### src/rtl/bus_periph_bridge.sv
// bus_periph_bridge: single-cycle CPU bus to DRAM and board peripherals.
// Decodes the top 4 KiB page (0xFFFF_F000..0xFFFF_FFFF) into memory-mapped
// peripherals (LED, switches, buttons, 8-digit seven-segment display) and
// passes every other address to DRAM. Reads are purely combinational.
// Optional timer (TIMER_CNT / TIMER_DIV) is built only when the macro
// TIMER_PERIPH_EN is defined; otherwise those addresses read 0.
module bus_periph_bridge #(
  parameter int SCAN_DIV = 20000
) (
  input  logic        clk,
  input  logic        rst_n,
  input  logic [31:0] addr_i,
  input  logic        wen_i,
  input  logic [31:0] wdata_i,
  output logic [31:0] rdata_o,
  output logic [13:0] dram_addr_o,
  output logic        dram_wen_o,
  output logic [31:0] dram_wdata_o,
  input  logic [31:0] dram_rdata_i,
  input  logic [23:0] sw_i,
  input  logic [4:0]  btn_i,
  output logic [23:0] led_o,
  output logic [7:0]  dig_en_o,
  output logic [7:0]  dig_seg_o
);

  localparam logic [31:0] ADDR_DIG       = 32'hFFFF_F000;
  localparam logic [31:0] ADDR_TIMER_CNT = 32'hFFFF_F020;
  localparam logic [31:0] ADDR_TIMER_DIV = 32'hFFFF_F024;
  localparam logic [31:0] ADDR_LED       = 32'hFFFF_F060;
  localparam logic [31:0] ADDR_SW        = 32'hFFFF_F070;
  localparam logic [31:0] ADDR_BTN       = 32'hFFFF_F078;

  localparam int SCAN_W = (SCAN_DIV > 1) ? $clog2(SCAN_DIV) : 1;
  localparam logic [SCAN_W-1:0] SCAN_LAST = SCAN_W'(SCAN_DIV - 1);

  // Hex nibble to active-low segment pattern {DP,G,F,E,D,C,B,A}, DP off.
  function automatic logic [7:0] seg_glyph(input logic [3:0] nib);
    logic [7:0] seg;
    case (nib)
      4'h0: seg = 8'hC0;
      4'h1: seg = 8'hF9;
      4'h2: seg = 8'hA4;
      4'h3: seg = 8'hB0;
      4'h4: seg = 8'h99;
      4'h5: seg = 8'h92;
      4'h6: seg = 8'h82;
      4'h7: seg = 8'hF8;
      4'h8: seg = 8'h80;
      4'h9: seg = 8'h90;
      4'hA: seg = 8'h88;
      4'hB: seg = 8'h83;
      4'hC: seg = 8'hC6;
      4'hD: seg = 8'hA1;
      4'hE: seg = 8'h86;
      default: seg = 8'h8E;
    endcase
    return seg;
  endfunction

  logic              is_periph;
  logic              wr_periph;
  logic [23:0]       led_reg;
  logic [31:0]       dig_reg;
  logic [23:0]       sw_sync_p0;
  logic [23:0]       sw_sync_p1;
  logic [4:0]        btn_sync_p0;
  logic [4:0]        btn_sync_p1;
  logic [SCAN_W-1:0] scan_cnt;
  logic [2:0]        dig_idx;
  logic [3:0]        dig_nib;

  assign is_periph = (addr_i[31:12] == 20'hFFFFF);
  assign wr_periph = wen_i & is_periph;

  assign dram_addr_o  = addr_i[15:2];
  assign dram_wdata_o = wdata_i;
  assign dram_wen_o   = wen_i & ~is_periph;

  // Two-flop synchronizers for the asynchronous board inputs.
  always_ff @(posedge clk) begin
    if (!rst_n) begin
      sw_sync_p0  <= '0;
      sw_sync_p1  <= '0;
      btn_sync_p0 <= '0;
      btn_sync_p1 <= '0;
    end else begin
      sw_sync_p0  <= sw_i;
      sw_sync_p1  <= sw_sync_p0;
      btn_sync_p0 <= btn_i;
      btn_sync_p1 <= btn_sync_p0;
    end
  end

  // LED and display registers, written directly by the CPU.
  always_ff @(posedge clk) begin
    if (!rst_n) begin
      led_reg <= '0;
      dig_reg <= '0;
    end else if (wr_periph) begin
      if (addr_i == ADDR_LED) led_reg <= wdata_i[23:0];
      if (addr_i == ADDR_DIG) dig_reg <= wdata_i;
    end
  end

  // Display scan: each digit is held for SCAN_DIV cycles, then the next one.
  // CPU writes to DIG deliberately leave the scan position untouched.
  always_ff @(posedge clk) begin
    if (!rst_n) begin
      scan_cnt <= '0;
      dig_idx  <= '0;
    end else if (scan_cnt == SCAN_LAST) begin
      scan_cnt <= '0;
      dig_idx  <= dig_idx + 3'd1;
    end else begin
      scan_cnt <= scan_cnt + 1'b1;
    end
  end

  assign dig_nib   = dig_reg[{dig_idx, 2'b00} +: 4];
  assign dig_en_o  = ~(8'h01 << dig_idx);
  assign dig_seg_o = seg_glyph(dig_nib);
  assign led_o     = led_reg;

`ifdef TIMER_PERIPH_EN
  logic [31:0] timer_cnt;
  logic [31:0] timer_div;
  logic [31:0] timer_pre;
  logic        timer_tick;
  logic        wr_timer_cnt;
  logic        wr_timer_div;

  assign timer_tick   = (timer_pre == timer_div);
  assign wr_timer_cnt = wr_periph && (addr_i == ADDR_TIMER_CNT);
  assign wr_timer_div = wr_periph && (addr_i == ADDR_TIMER_DIV);

  // Prescaled timer; a CPU write to the count wins over a same-cycle tick,
  // and any write to the timer restarts the prescaler.
  always_ff @(posedge clk) begin
    if (!rst_n) begin
      timer_cnt <= '0;
      timer_div <= '0;
      timer_pre <= '0;
    end else begin
      if (wr_timer_cnt)    timer_cnt <= wdata_i;
      else if (timer_tick) timer_cnt <= timer_cnt + 32'd1;

      if (wr_timer_div) timer_div <= wdata_i;

      if (wr_timer_cnt || wr_timer_div || timer_tick) timer_pre <= '0;
      else                                            timer_pre <= timer_pre + 32'd1;
    end
  end
`endif

  // Zero-latency read mux so a single-cycle CPU sees data in the same cycle.
  always_comb begin
    rdata_o = '0;
    if (!is_periph) begin
      rdata_o = dram_rdata_i;
    end else begin
      case (addr_i)
        ADDR_DIG:       rdata_o = dig_reg;
        ADDR_LED:       rdata_o = {8'h00, led_reg};
        ADDR_SW:        rdata_o = {8'h00, sw_sync_p1};
        ADDR_BTN:       rdata_o = {27'h0, btn_sync_p1};
`ifdef TIMER_PERIPH_EN
        ADDR_TIMER_CNT: rdata_o = timer_cnt;
        ADDR_TIMER_DIV: rdata_o = timer_div;
`endif
        default:        rdata_o = '0;
      endcase
    end
  end

endmodule

### config.mk
export PLATFORM = sky130hd
export DESIGN_NAME = bus_periph_bridge
export DESIGN_NICKNAME = d
export VERILOG_FILES = /design/src/rtl/bus_periph_bridge.sv
export SDC_FILE = /design/constraint.sdc
export NUM_CORES = 1
export LEC_CHECK = 0
export ABC_AREA = 1
export CELL_PAD_IN_SITES_DETAIL_PLACEMENT = 0
export CELL_PAD_IN_SITES_GLOBAL_PLACEMENT = 1
export CORE_MARGIN = 10
export CORE_UTILIZATION = 33
export DETAILED_ROUTE_END_ITERATION = 8
export GPL_ROUTABILITY_DRIVEN = 1
export PLACE_DENSITY_LB_ADDON = 0.1
export SLEW_MARGIN = 15
export SYNTH_ARGS = -nofsm -noshare
export SYNTH_HDL_FRONTEND = slang
export SYNTH_SLANG_ARGS = --single-unit
### constraint.sdc
create_clock -name clk -period 5.6 [get_ports clk]
set_input_delay 1.4 -clock clk [delete_from_list [all_inputs] [get_ports clk]]
set_output_delay 1.4 -clock clk [all_outputs]
set_load 0.1 [all_outputs]
After elaboration in Yosys (flattened, before gate mapping)
Memory sizes are Yosys's and may differ from the RTL's.
Index checks and enable logic that the tools add are counted.
{ "totals": {"register_bits": 132, "rom_bits": 112, "input_bits": 128, "mem_count": 1} }
{ "op_classes": {"addsub": 2, "eq_ne": 6, "n_shift": 2, "mux": 2, "bitwise_logic": 5, "reduce_logical": 3} }
{ "mem_list": {"columns": ["memory", "words", "word_bits", "read_ports", "rd_ports_with_merged_regs", "wr", "line_no", "text"], "rows": [
  ["(name not given)", 16, 7, 1, 0, 0, "40", "case (nib)"]
]} }
{ "ops": {"columns": ["op", "n"], "rows": [
  ["$eq A32 B32 Y1 const B", 4],
  ["$pmux W32 S4", 1],
  ["$mux W32", 1],
  ["$shiftx A32 B6 Y4", 1],
  ["$eq A20 B20 Y1 const B", 1],
  ["$add A15 B1 Y15 const B", 1],
  ["$eq A15 B15 Y1 const B", 1],
  ["$not A8 Y8", 1],
  ["$shl A1 B3 Y8 const A", 1],
  ["$reduce_and A2 Y1", 2],
  ["$add A3 B1 Y3 const B", 1],
  ["$and A1 B1 Y1", 2],
  ["$not A1 Y1", 2],
  ["$reduce_or A2 Y1", 1]
]} }

Logic depth before layout (Yosys ltp)
Gate-level depths: netlist (run 1).
{ "depth": {"ltp_word": 3, "mapped_depth": 12, "mapped_depth_nobuf": 11} }

Worst setup path before layout (run 1)
OpenSTA, ideal clock, no wires.
{ "synth_path": {"path_kind": "input -> output", "from": "input addr_i[17]", "to": "output rdata_o[24]", "arrival_time_ns": 4.263, "t_required_ns": 4.200, "setup_slack_ns": -0.063, "stages": 7, "path_cell_list": "nand2_1 > nor2_1 > nand2_1 > nor2_4 > buf_4 > nand2_1 > o21ai_0"} }
{ "synth_via": {"elab_chain_cells": 3, "word_cells_on_any_way": 7, "classes_between": "5 x eq/ne; 2 x mux"} }
{ "synth_lines": {"columns": ["item", "line_no", "text"], "rows": [
  ["start: declaration", "12", "input logic [31:0] addr_i,"],
  ["$eq A32 B32 Y1", "162", "case (addr_i)"],
  ["$pmux W32 S4", "162", null],
  ["$mux W32 (*)", "159", "if (!is_periph) begin"],
  ["end: declaration", "15", "output logic [31:0] rdata_o,"]
]} }
Every way passes the cells marked *; elsewhere a longest branch is shown, timed or not.

Worst setup path after layout (run 1)
{ "layout_path": {"from": "input addr_i[0]", "to": "output rdata_o[31]"} }
{ "layout_via": {"elab_chain_cells": 3, "word_cells_on_any_way": 6, "classes_between": "4 x eq/ne; 2 x mux"} }
{ "layout_lines": {"columns": ["item", "line_no"], "rows": [
  ["$eq A32 B32 Y1", "162"],
  ["$pmux W32 S4 (*)", "162"],
  ["$mux W32 (*)", "159"]
]} }
Marked as above.

==> flow_metrics.tcl, run 1 <==
set metrics [dict create \
    crit_type "input pin to output pin" \
    ant_nets 0 \
    postCtsResizedCells 0 \
    io_buffers 245 \
    multi_input_area_mm2 0.003124 \
    finalCriticalPeriod_ps 4908 \
    grt_pass1_wl_um 36250 \
    synth_most_common_cell "nand2_1" \
    combPwrFrac_pct 18.5 \
    cp-start-kind "input pin" \
    syn_avg_cell_area_um2 6.461 \
    synthArstFlopShare_pct 0 \
    finish.utilization_pct 48.66 \
    cp-end-kind "output pin" \
    power_w 0.002541 \
    grt_max_degree 77 \
    synth.area.top_cells "dfxtp_1 (38%), nand2_1 (18%), nand3_1 (8.8%)" \
    track_usage_pct 16.91 \
    synth-seq-area-share_pct 38.26 \
    crit_path_max_fanout 26 \
    grt_overflow_total 0 \
    power.switching_w 0.0007871 \
    synthesis.instances 1069 \
    clock_path_buffers 2 \
    critical-path-max-stage-delay_ps 430 \
    yosys_warnings 0 \
    whs_ps 407.4 \
    largest_reg_flops 32 \
    routed_wl_um 23470 \
    cts_setup_buffers 0 \
    fin_skew_ps 7.060 \
    final_max_slew_viol_count 0 \
    synth_top_area_share_pct 38.26 \
    row_count 52 \
    power_leakage_nw 5.023 \
    max_freq_mhz 203.7 \
    via_per_inst 4.436 \
    drive_gt1_share_pct 13.04 \
    place_congestion 0.8107 \
    placed_area_mm2 0.009354 \
    final_nets 1386 \
    insertion_delay_ps 420 \
    worst_path_max_delay_cell "clkdlybuf4s50_1" \
    num_antenna_cells 0 \
    fillers 2196 \
    drt_first_pass_iters 5 \
    slew_headroom_pct 29.27 \
    worstPathRequired_ps 4200 \
    clk_pin_slew_ps 60 \
    place_ws_ps 673.9 \
    final_area_mm2 0.009941 \
    power_density_mw_per_mm2 255.6 \
    reg2reg_from "dig_idx[0]" \
    initial_utilization_pct 33.81 \
    htreeDepth 4 \
    ff_latch_area_mm2 0.002643 \
    yosysTopAreaCell "dfxtp_1" \
    holdPathStages 2 \
    io_pins 247 \
    ctsHoldBuffers 0 \
    clock-sinks 132 \
    min_period_over_period_pct 87.65 \
    p_int_w 0.001754 \
    ys.flop_type "dfxtp_1" \
    ys_seq_elements 132 \
    ys_types 32 \
    cts_tree "done" \
    worstMarginPinSlew_ps 1058 \
    cts_buffers 17 \
    post_drt_wl_per_cell_um 15.36 \
    path_cells "clkdlybuf4s50_1, inv_1, nand2_1, nor2_2, nand2_1, nor2_8, nand2_1, o21ai_0, buf_12" \
    hp-class "flop to flop" \
    num_vias 6778 \
    remaining_drc_errors 0 \
    die_w_um 164.7 \
    seqPwrFrac_pct 38.0 \
    core_mm2 0.02043 \
    syn2layout_area_growth_pct 43.93 \
    synthTopCellsByCount "nand2_1 (335), inv_1 (147), nor2_1 (133), dfxtp_1 (132), nand3_1 (122)" \
    r2r-end "dig_idx[1]" \
    drtIter0Drc 428 \
    clock-root-buffer "clkbuf_16" \
    antenna_found_initial 0 \
    syn_area_mm2 0.006907 \
    fin_ws_ps 691.6 \
    cap_violations 0 \
    syn_nets 1210 \
    r2r_cells 5 \
    grt_pass1_vias 6646 \
    regToRegSetupSlack_ps 3700 \
    holdPathEnd "sw_sync_p1[7]" \
    setup_viol 0 \
    crit_top_cell "nand2_1" \
    pwr-share-clk_pct 43.5 \
    synth_edf_count 0 \
    p_sw_share_pct 30.98 \
    hold_start "sw_sync_p0[7]" \
    hpwl_um 18010 \
    rsz0062_at_grt "false" \
    finalHoldViolCount 0 \
    status "complete, no violations" \
    arrival_ps 3510 \
    die_y_um 164.7 \
    vdd_drop_max_v 0.0002364 \
    die_area_mm2 0.02712 \
]
how the worst max path moves through the flow:
stage	from	to	cells after the start
after floorplan	addr_i[17]	rdata_o[24]	7
after global placement	addr_i[0]	rdata_o[24]	9
after detailed placement	addr_i[0]	rdata_o[31]	9
after CTS	addr_i[0]	rdata_o[31]	9
after global routing	addr_i[0]	rdata_o[28]	9
final	addr_i[0]	rdata_o[31]	9
cell usage in the layout (no fill, tap or decap), drive strengths merged:
cell,count
buf,98
nor3b,1
clkbuf,17
inv,157
ha,13
conb,1
nor3,4
or2,3
clkinv,4
bufinv,1
o211ai,1
o21ai,10
nand4,26
nor4,1
nand2,337
dfxtp,132
nand3,124
xor2,3
xnor2,1
clkdlybuf4s50,154
a21oi,8
clkinvlp,2
nor2,160
layout make-up:
type / count / area share [%]
Timing Repair Buffer: 252 / 27.06
Clock inverter: 15 / 1.624
Clock buffer: 17 / 4.279
Sequential cell: 132 / 26.58
Multi-Input combinational cell: 693 / 31.43
Tap cell: 270 / 3.398
Inverter: 149 / 5.626
critical path, delay by kind of cell:
kind	cells	cell delay, ps
AOI/OAI and AO/OA	1	400
buffers and inverters	3	720
and+or+nand+nor	5	980
through the flow:
step / std cells / setup TNS [ps]
after floorplan: 1069 / -504.7
after global placement: 1496 / 0
after detailed placement: 1496 / 0
after CTS: 1528 / 0
after global routing: 1528 / 0
final: 1528 / 0
power by group through the flow:
stage	Combinational (W)	Sequential (W)	Clock, W
4_1_cts	0.000474	0.000966	0.00113
6_report	0.000470	0.000966	0.00110
2_1_floorplan	0.000299	0.000986	0
5_1_grt	0.000491	0.000968	0.00118
3_5_place_dp	0.000473	0.000988	0
3_3_place_gp	0.000472	0.000987	0
layer usage:
metal | GRT usage (%) | wire, um | vias to the layer above
met5 | 0 | 0 | -
met4 | 4.831 | 289 | 0
met3 | 5.975 | 2077 | 15
met2 | 27.75 | 10790 | 221
met1 | 20.44 | 10310 | 2984
li1 | - | - | 3558
cells by family after synthesis:
kind of cell | count (synthesis) | share of synthesized area, %
flops | 132 | 38.26
simple gates | 656 | 40.91
other cells | 1 | 0.05430
buf+inv | 244 | 16.50
xor+xnor | 4 | 0.5073
compound gates | 19 | 1.413
fa+ha+maj | 13 | 2.355
Power figures use the tool's default switching activity.
==> run 2, diff against run 1 <==
--- a/config.mk
+++ b/config.mk
@@ -6,6 +6,7 @@
 export NUM_CORES = 1
 export LEC_CHECK = 0
 export ABC_AREA = 1
+export ABC_CLOCK_PERIOD_IN_PS = 5600
 export CELL_PAD_IN_SITES_DETAIL_PLACEMENT = 0
 export CELL_PAD_IN_SITES_GLOBAL_PLACEMENT = 1
 export CORE_MARGIN = 10
@@ -13,7 +14,7 @@
 export DETAILED_ROUTE_END_ITERATION = 8
 export GPL_ROUTABILITY_DRIVEN = 1
 export PLACE_DENSITY_LB_ADDON = 0.1
-export SLEW_MARGIN = 15
+export SLEW_MARGIN = 20
 export SYNTH_ARGS = -nofsm -noshare
 export SYNTH_HDL_FRONTEND = slang
 export SYNTH_SLANG_ARGS = --single-unit
==> results of run 2 <==
The final DEF is identical to that of run 1; final timing and power are the same.
==> run 3, diff against run 2 <==
--- a/config.mk
+++ b/config.mk
@@ -13,6 +13,7 @@
 export CORE_UTILIZATION = 33
 export DETAILED_ROUTE_END_ITERATION = 8
 export GPL_ROUTABILITY_DRIVEN = 1
+export GPL_TIMING_DRIVEN = 0
 export PLACE_DENSITY_LB_ADDON = 0.1
 export SLEW_MARGIN = 20
 export SYNTH_ARGS = -nofsm -noshare
==> flow_metrics.tcl, run 3 (same netlist as run 1, synthesis figures left out) <==
set metrics [dict create \
    final_max_slew_viol_count 0 \
    finish.utilization_pct 49.84 \
    grt_pass1_vias 7000 \
    top_usage_layer "met2" \
    htreeDepth 4 \
    fin_cells 1616 \
    power_density_mw_per_mm2 246.6 \
    largest_reg_flops 32 \
    max_freq_mhz 183.7 \
    clk_pin_slew_ps 70 \
    cp-start-kind "input pin" \
    row_count 52 \
    core_mm2 0.02043 \
    use_met3_pct 6.298 \
    ctsHoldBuffers 0 \
    remaining_drc_errors 0 \
    whs_ps 412.8 \
    crit_path_max_fanout 10 \
    power_w 0.002511 \
    initial_utilization_pct 33.81 \
    grt_max_degree 17 \
    rsz0062_at_grt "false" \
    fin_ws_ps 157.8 \
    drive_gt1_share_pct 11.00 \
    via_per_inst 4.496 \
    setup_viol 0 \
    cts_setup_buffers 0 \
    worstPathRequired_ps 4200 \
    num_vias 7265 \
    grt_pass1_wl_um 37960 \
    min_period_over_period_pct 97.18 \
    crit_type "input pin to output pin" \
    cts_buffers 17 \
    cts_tree "done" \
    clock-root-buffer "clkbuf_16" \
    final_nets 1474 \
    use_met2_pct 29.11 \
    arrival_ps 4040 \
    slew_headroom_pct 29.41 \
    io_pins 247 \
    worstMarginPinSlew_ps 1056 \
    fin_skew_ps 5.324 \
    grt_util_met1_pct 22.57 \
    cp-end-kind "output pin" \
    drt_first_pass_iters 6 \
    drtIter0Drc 461 \
    finalCriticalPeriod_ps 5442 \
    placed_cells 1584 \
    postCtsResizedCells 32 \
    power_leakage_nw 5.131 \
    grt_overflow_total 0 \
    hp-class "flop to flop" \
    io_buffers 245 \
    die_w_um 164.7 \
    cap_violations 0 \
    syn2layout_area_growth_pct 47.43 \
    track_usage_pct 17.99 \
    hpwl_um 20520 \
    insertion_delay_ps 420 \
    status "complete, no violations" \
    routed_wl_um 25110 \
    place_congestion 0.8565 \
    post_drt_wl_per_cell_um 15.54 \
    clock-sinks 132 \
    ant_nets 0 \
    antenna_found_initial 0 \
    finalHoldViolCount 0 \
    die_y_um 164.7 \
    clock_path_buffers 2 \
    place_ws_ps -184.2 \
    die_area_mm2 0.02712 \
    fillers 2181 \
    num_antenna_cells 0 \
    vdd_drop_max_v 0.0002028 \
    final_cell_mix "nand2_1 (335), clkdlybuf4s50_1 (213), inv_1 (147), nor2_1 (133), dfxtp_1 (132)" \
    mostFrequentLayoutCell "nand2_1" \
]
[run 3: changes by cell type in the layout (fill, tap and decap cells not counted), moves of 13 or more]
cell / previous run / this run
buf_12: 33 / 0
buf_4: 65 / 50
buf_2: 0 / 17
clkbuf_1: 0 / 24
clkbuf_2: 0 / 13
clkdlybuf4s50_1: 154 / 213
dlygate4sd2_1: 0 / 17
[run 3: worst max-delay path: stages]
cell and delay [ps]:
clkdlybuf4s50_1 400, nand2_1 60, nor2_1 50, nand2_1 100, nor2_4 90, nand2_1 240, clkbuf_1 580, nand2_1 110
nand4_1 110, dlygate4sd2_1 890
[run 3: report_power, final]
group | switching [W] | internal, W
Combinational | 0.000308 | 0.000155
Sequential | 0.00000640 | 0.000960
Clock | 0.000481 | 0.000600
Total | 0.000796 | 0.00172
[run 3: area by class of cell]
class / count / area (um^2) / area share [%]
repair buffers: 245 / 2366 / 23.24
inverters: 149 / 559.3 / 5.493
well taps: 270 / 337.8 / 3.318
flip-flops and latches: 132 / 2643 / 25.95
clock inverters: 14 / 132.6 / 1.303
multi-input cells: 693 / 3124 / 30.68
clock buffers: 18 / 439.2 / 4.313
plain buffers: 95 / 580.6 / 5.702
[run 3: final timing paths]
path	slack (ps)	to	from	cells past startpoint
worst max-delay path	160	rdata_o[9]	addr_i[16]	10
worst min-delay path	410	sw_sync_p1[13]	sw_sync_p0[13]	2
worst max register to register	3930	dig_idx[2]	scan_cnt[0]	6
worst min register to register	410	sw_sync_p1[13]	sw_sync_p0[13]	2
[run 3: metrics by stage]
stage,cell area (um^2),setup TNS [ps]
2_1_floorplan,6907,-504.7
3_3_place_gp,9697,-4094
3_5_place_dp,9697,-3726
4_1_cts,10230,0
5_1_grt,10180,0
6_report,10180,0
[run 3: per-layer routing]
layer / part of all wire [%] / wire length, um
met1: 45 / 11260
met2: 45 / 11220
met3: 9.5 / 2381
met4: 1.0 / 251
met5: 0 / 0
